==> config.mk <==
export PLATFORM = sky130hd
export DESIGN_NAME = hub75_bcm_scan
export DESIGN_NICKNAME = d
export VERILOG_FILES = /design/src/rtl/hub75_bcm_scan.sv
export SDC_FILE = /design/constraint.sdc
export NUM_CORES = 1
export LEC_CHECK = 0
export CORE_ASPECT_RATIO = 1.75
export CORE_MARGIN = 2
export CORE_UTILIZATION = 30
export DETAILED_ROUTE_END_ITERATION = 12
export DONT_BUFFER_PORTS = 1
export GPL_ROUTABILITY_DRIVEN = 1
export PLACE_DENSITY = 0.47
export SLEW_MARGIN = 20
export SYNTH_ARGS = -nofsm -noshare
export SYNTH_HDL_FRONTEND = slang
export SYNTH_SLANG_ARGS = --single-unit
==> constraint.sdc <==
create_clock -name clk -period 3.02 [get_ports clk]
set_input_delay 0.604 -clock clk [delete_from_list [all_inputs] [get_ports clk]]
set_output_delay 0.604 -clock clk [all_outputs]
set_load 0.01 [all_outputs]
==> src/rtl/hub75_bcm_scan.sv <==
// HUB75 row scanner with binary-code modulation over COLOR_BITS bit-planes.
// Frame-memory read data is sampled on the clk edge one cycle after the address is driven.
module hub75_bcm_scan #(
    parameter int COLS         = 64,
    parameter int ROW_BITS     = 5,
    parameter int COLOR_BITS   = 4,
    parameter int CLK_DIV      = 1,
    parameter int BLANK_CYCLES = 2,
    parameter int BASE_ON      = 8,
    localparam int CB          = $clog2(COLS)
) (
    input  logic                    clk,
    input  logic                    rst,
    input  logic                    enable,
    output logic [ROW_BITS-1:0]     rd_row,
    output logic [CB-1:0]           rd_col,
    input  logic [3*COLOR_BITS-1:0] rd_rgb0,
    input  logic [3*COLOR_BITS-1:0] rd_rgb1,
    output logic                    h75_r1,
    output logic                    h75_g1,
    output logic                    h75_b1,
    output logic                    h75_r2,
    output logic                    h75_g2,
    output logic                    h75_b2,
    output logic [ROW_BITS-1:0]     h75_addr,
    output logic                    h75_clk,
    output logic                    h75_lat,
    output logic                    h75_oe_n,
    output logic                    frame_start
);

    localparam int PB     = (COLOR_BITS > 1) ? $clog2(COLOR_BITS) : 1;
    localparam int ON_MAX = BASE_ON << (COLOR_BITS - 1);
    localparam int M1     = (ON_MAX > CLK_DIV) ? ON_MAX : CLK_DIV;
    localparam int MAXC   = (M1 > BLANK_CYCLES) ? M1 : BLANK_CYCLES;
    localparam int CW     = $clog2(MAXC + 1);

    localparam logic [CW-1:0] DIV_LAST   = CW'(CLK_DIV - 1);
    localparam logic [CW-1:0] BLANK_LAST = CW'(BLANK_CYCLES - 1);
    localparam logic [CB-1:0] COL_LAST   = CB'(COLS - 1);
    localparam logic [PB-1:0] PLANE_LAST = PB'(COLOR_BITS - 1);

    typedef enum logic [2:0] {IDLE, SHIFT, BLANK, LATCH, DISPLAY} state_t;

    state_t              state, state_nx;
    logic [ROW_BITS-1:0] row, row_adv;
    logic [PB-1:0]       plane, plane_adv;
    logic [CW-1:0]       cnt, on_last;
    logic [CB-1:0]       col;
    logic                pre, hi;
    logic                div_end, last_col, shift_done, blank_done, disp_done, enter_shift;
    logic [COLOR_BITS-1:0] r0, g0, b0, r1, g1, b1;

    assign rd_row     = row;
    assign on_last    = (CW'(BASE_ON) << plane) - CW'(1);
    assign div_end    = (cnt == DIV_LAST);
    assign last_col   = (col == COL_LAST);
    assign shift_done = (state == SHIFT) && !pre && hi && div_end && last_col;
    assign blank_done = (state == BLANK) && (cnt == BLANK_LAST);
    assign disp_done  = (state == DISPLAY) && (cnt == on_last);
    assign enter_shift = enable && ((state == IDLE) || disp_done);
    assign plane_adv  = (plane == PLANE_LAST) ? '0 : plane + PB'(1);
    assign row_adv    = (plane == PLANE_LAST) ? row + ROW_BITS'(1) : row;

    assign {r0, g0, b0} = rd_rgb0;
    assign {r1, g1, b1} = rd_rgb1;

    always_ff @(posedge clk) begin
        if (rst) state <= IDLE;
        else     state <= state_nx;
    end

    always_comb begin
        state_nx = state;
        case (state)
            IDLE:    if (enable) state_nx = SHIFT;
            SHIFT:   if (shift_done) state_nx = BLANK;
            BLANK:   if (blank_done) state_nx = LATCH;
            LATCH:   state_nx = DISPLAY;
            DISPLAY: if (disp_done) state_nx = enable ? SHIFT : IDLE;
            default: state_nx = IDLE;
        endcase
    end

    always_comb begin
        h75_oe_n = (state != DISPLAY);
        h75_lat  = (state == LATCH);
        h75_clk  = (state == SHIFT) && !pre && hi;
    end

    always_ff @(posedge clk) begin
        if (rst) begin
            row <= '0; plane <= '0; cnt <= '0; col <= '0; pre <= 1'b0; hi <= 1'b0;
            rd_col <= '0; h75_addr <= '0; frame_start <= 1'b0;
            {h75_r1, h75_g1, h75_b1, h75_r2, h75_g2, h75_b2} <= '0;
        end else begin
            frame_start <= 1'b0;
            if (state == IDLE && enable) begin
                row <= '0; plane <= '0;
            end else if (disp_done) begin
                row <= row_adv; plane <= plane_adv;
            end
            if (enter_shift) begin
                pre <= 1'b1; hi <= 1'b0; col <= '0; rd_col <= '0; cnt <= '0;
                frame_start <= (state == IDLE) || (row_adv == '0 && plane_adv == '0);
            end else begin
                case (state)
                    SHIFT: begin
                        // Data registers update only when a low phase begins, so they
                        // hold steady through the following high phase.
                        if (pre) begin
                            pre <= 1'b0;
                            {h75_r1, h75_g1, h75_b1} <= {r0[plane], g0[plane], b0[plane]};
                            {h75_r2, h75_g2, h75_b2} <= {r1[plane], g1[plane], b1[plane]};
                        end else if (div_end) begin
                            cnt <= '0;
                            hi  <= ~hi;
                            if (!hi && !last_col) rd_col <= col + CB'(1);
                            if (hi && !last_col) begin
                                col <= col + CB'(1);
                                {h75_r1, h75_g1, h75_b1} <= {r0[plane], g0[plane], b0[plane]};
                                {h75_r2, h75_g2, h75_b2} <= {r1[plane], g1[plane], b1[plane]};
                            end
                            if (hi && last_col) h75_addr <= row;
                        end else begin
                            cnt <= cnt + CW'(1);
                        end
                    end
                    BLANK:   cnt <= blank_done ? '0 : cnt + CW'(1);
                    DISPLAY: cnt <= disp_done ? '0 : cnt + CW'(1);
                    default: cnt <= '0;
                endcase
            end
        end
    end

endmodule

==> out/results.txt <==
outcome - complete, no violations
P_int - 1.02 mW
first-pass GRT wire length - 9850 µm
worst slew margin relative to its limit - 60.8%
Clock transition at path regs - 0.06 ns
Post-CTS Resized - 0
final routed DRC violation total - 0
Synthesis Warnings - 0
max cap viols - 0
Seq. cell area - 861 µm²
routed vias - 1936
Placer Congestion - 0.744
fin crit period - 2.52 ns
syn_area_per_cell - 9.12 µm²
HP Class - input pin to register
Post-synth EDFFs - 0
critical path required time - 3.22 ns
Total Power - 1.32 mW
max frequency - 0.397 GHz
NetSw - 292 µW
H-tree level count - 2
crit end category - register
wire length per cell - 16.8 µm
Chip Width - 72.3 µm
area grow syn2layout - 10.5%
initial antenna violation count - 0
Gate power share - 6.5%
Post-synth top cells - 43 x dfxtp_1, 29 x nor2_1, 18 x nand3_1, 15 x a21oi_1
final hold slack - 0.376 ns
HPWL after detailed placement - 4560 µm
full die area - 0.00894 mm²
Clock Skew - 0.00796 ns
Pleak - 0.928 nW
crit-path max FO - 12
clock share of power - 48.5%
RSZ-0062 raised after global routing - false
Die H - 124 µm
sequential share of power - 45.0%
Row Count - 43
pin count of the biggest net entering global routing - 20
async set-reset flop share out of synthesis - 0%
setup bufs post-CTS - 0
syn_nets - 305
Hold-fix buffers, CTS - 0
Final Hold Fails - 0
clk root buf - clkbuf_16
CTS Buf Count - 5
slew of the pin with the lowest slew margin - 0.588 ns
Synth Cell Area - 0.00245 mm²
Inst Count DP - 350
cell taking the most area after synthesis - dfxtp_1
PwrDens - 486 mW/mm²
Tcrit/Tclk final - 83.4%
WP data arrival - 2.72 ns
final WL - 6020 µm
worst vdd ir - 0.327 mV
Most used DFF post-synth - dfxtp_1
layout cells sized above 1 - 11.6%
switch share - 22.2%
Seq/Total Area, Yosys - 35.1%
num ports - 53
GRT Overall Usage - 14.3%
Worst Setup Path Type - register to register
Vias/cell - 5.41
Setup TNS Final - 0 ns
Area contributors post-synth - dfxtp_1 35%, mux4_2 5.5%, mux2i_1 4.9%
IO buf count - 0
Fillers - 806
drt pass-1 iters - 3
Seq cells post-synth - 43
core area - 0.00791 mm²
global route overflow - 0
most frequent cell after synthesis - dfxtp_1
Starting Density - 31.0%
max-slew violation count - 0
CTS max path bufs - 2
final setup violation count - 0
Sink Count - 43
diode count - 0
fin cells - 358
Synth Instances - 269
drt initial violations - 42
Setup crit start kind - register
vias in the first global route - 2000
nets@finish - 303
Multi-input gate area - 0.00149 mm²
CTS tree - built
Unique masters post-synth - 54
Synth top area share - 35.1%
Detail Route Antenna Nets - 0
worst-skew pair later-pin latency - 0.29 ns
==> registers in the layout, indices dropped and copies added (netlist names), 2 cells and up <==
register / cells
h75_addr: 5
rd_row: 5
plane: 2
rd_col: 6
state: 3
cnt: 7
col: 6
==> cell type report <==
cell class	instances	area share, %
multi-input cells	201	54.9
flip-flops and latches	43	31.8
clock buffers	6	5.13
well taps	90	4.16
inverters	12	1.66
clock inverters	2	1.29
repair buffers	4	1.11
==> layout by cell type, fill, tap and decap left out, types with 9 or more instances in the layout <==
cell	instances
a21oi_1	15
nand3_1	18
xnor2_1	12
nand2_1	11
mux2i_1	12
nor2_1	29
a31oi_1	10
dfxtp_1	43
ha_1	9
inv_1	12
o21ai_0	10
==> power by group through the flow <==
stage | sequential [mW] | clock, mW | combinational [mW]
after floorplan | 0.594 | 0 | 0.0771
after global placement | 0.605 | 0 | 0.0866
after detailed placement | 0.605 | 0 | 0.0866
after CTS | 0.592 | 0.660 | 0.0865
after global routing | 0.593 | 0.682 | 0.0949
final | 0.592 | 0.638 | 0.0849
==> kinds of logic after synthesis <==
kind of cell    Yosys count  synth area share (%)
compound gates           54                  13.7
xor+xnor                 19                  8.01
fa+ha+maj                 9                  4.59
buf+inv                  25                  4.29
flops                    43                  35.1
mux                      19                  10.9
simple gates            100                  23.5
==> per-stage QoR <==
stage               setup WS, ns  utilization (%)  instance area (µm²)
global route               0.244             34.3                 2710
global placement           0.533             32.1                 2530
floorplan                  0.575                -                 2450
CTS                        0.453             34.3                 2710
detailed placement         0.480             32.1                 2530
finish                     0.500             34.3                 2710
==> metal layers <==
layer,up-vias,track usage [%],share of wire [%]
li1,968,-,-
met3,11,4.37,3.8
met2,34,26.0,55
met4,0,6.60,2.3
met1,923,14.6,39
met5,-,0,0
==> path summary, 6_finish.rpt <==
path / start / to / slack [ns] / cells past startpoint
min: rst / h75_b2 / 0.38 / 1
max: plane[0] / frame_start / 0.50 / 6
min reg2reg: col[1] / col[1] / 0.50 / 2
max reg2reg: plane[0] / frame_start / 0.50 / 6
==> critical path, stage by stage (launching register included) <==
cell     delay [ns]
dfxtp_1        0.66
ha_1           0.45
xor3_1         0.34
nor2_4         0.21
nand4_4        0.15
or4_1          0.54
o31ai_1        0.08
No activity file was read; power rests on OpenSTA's default activity.
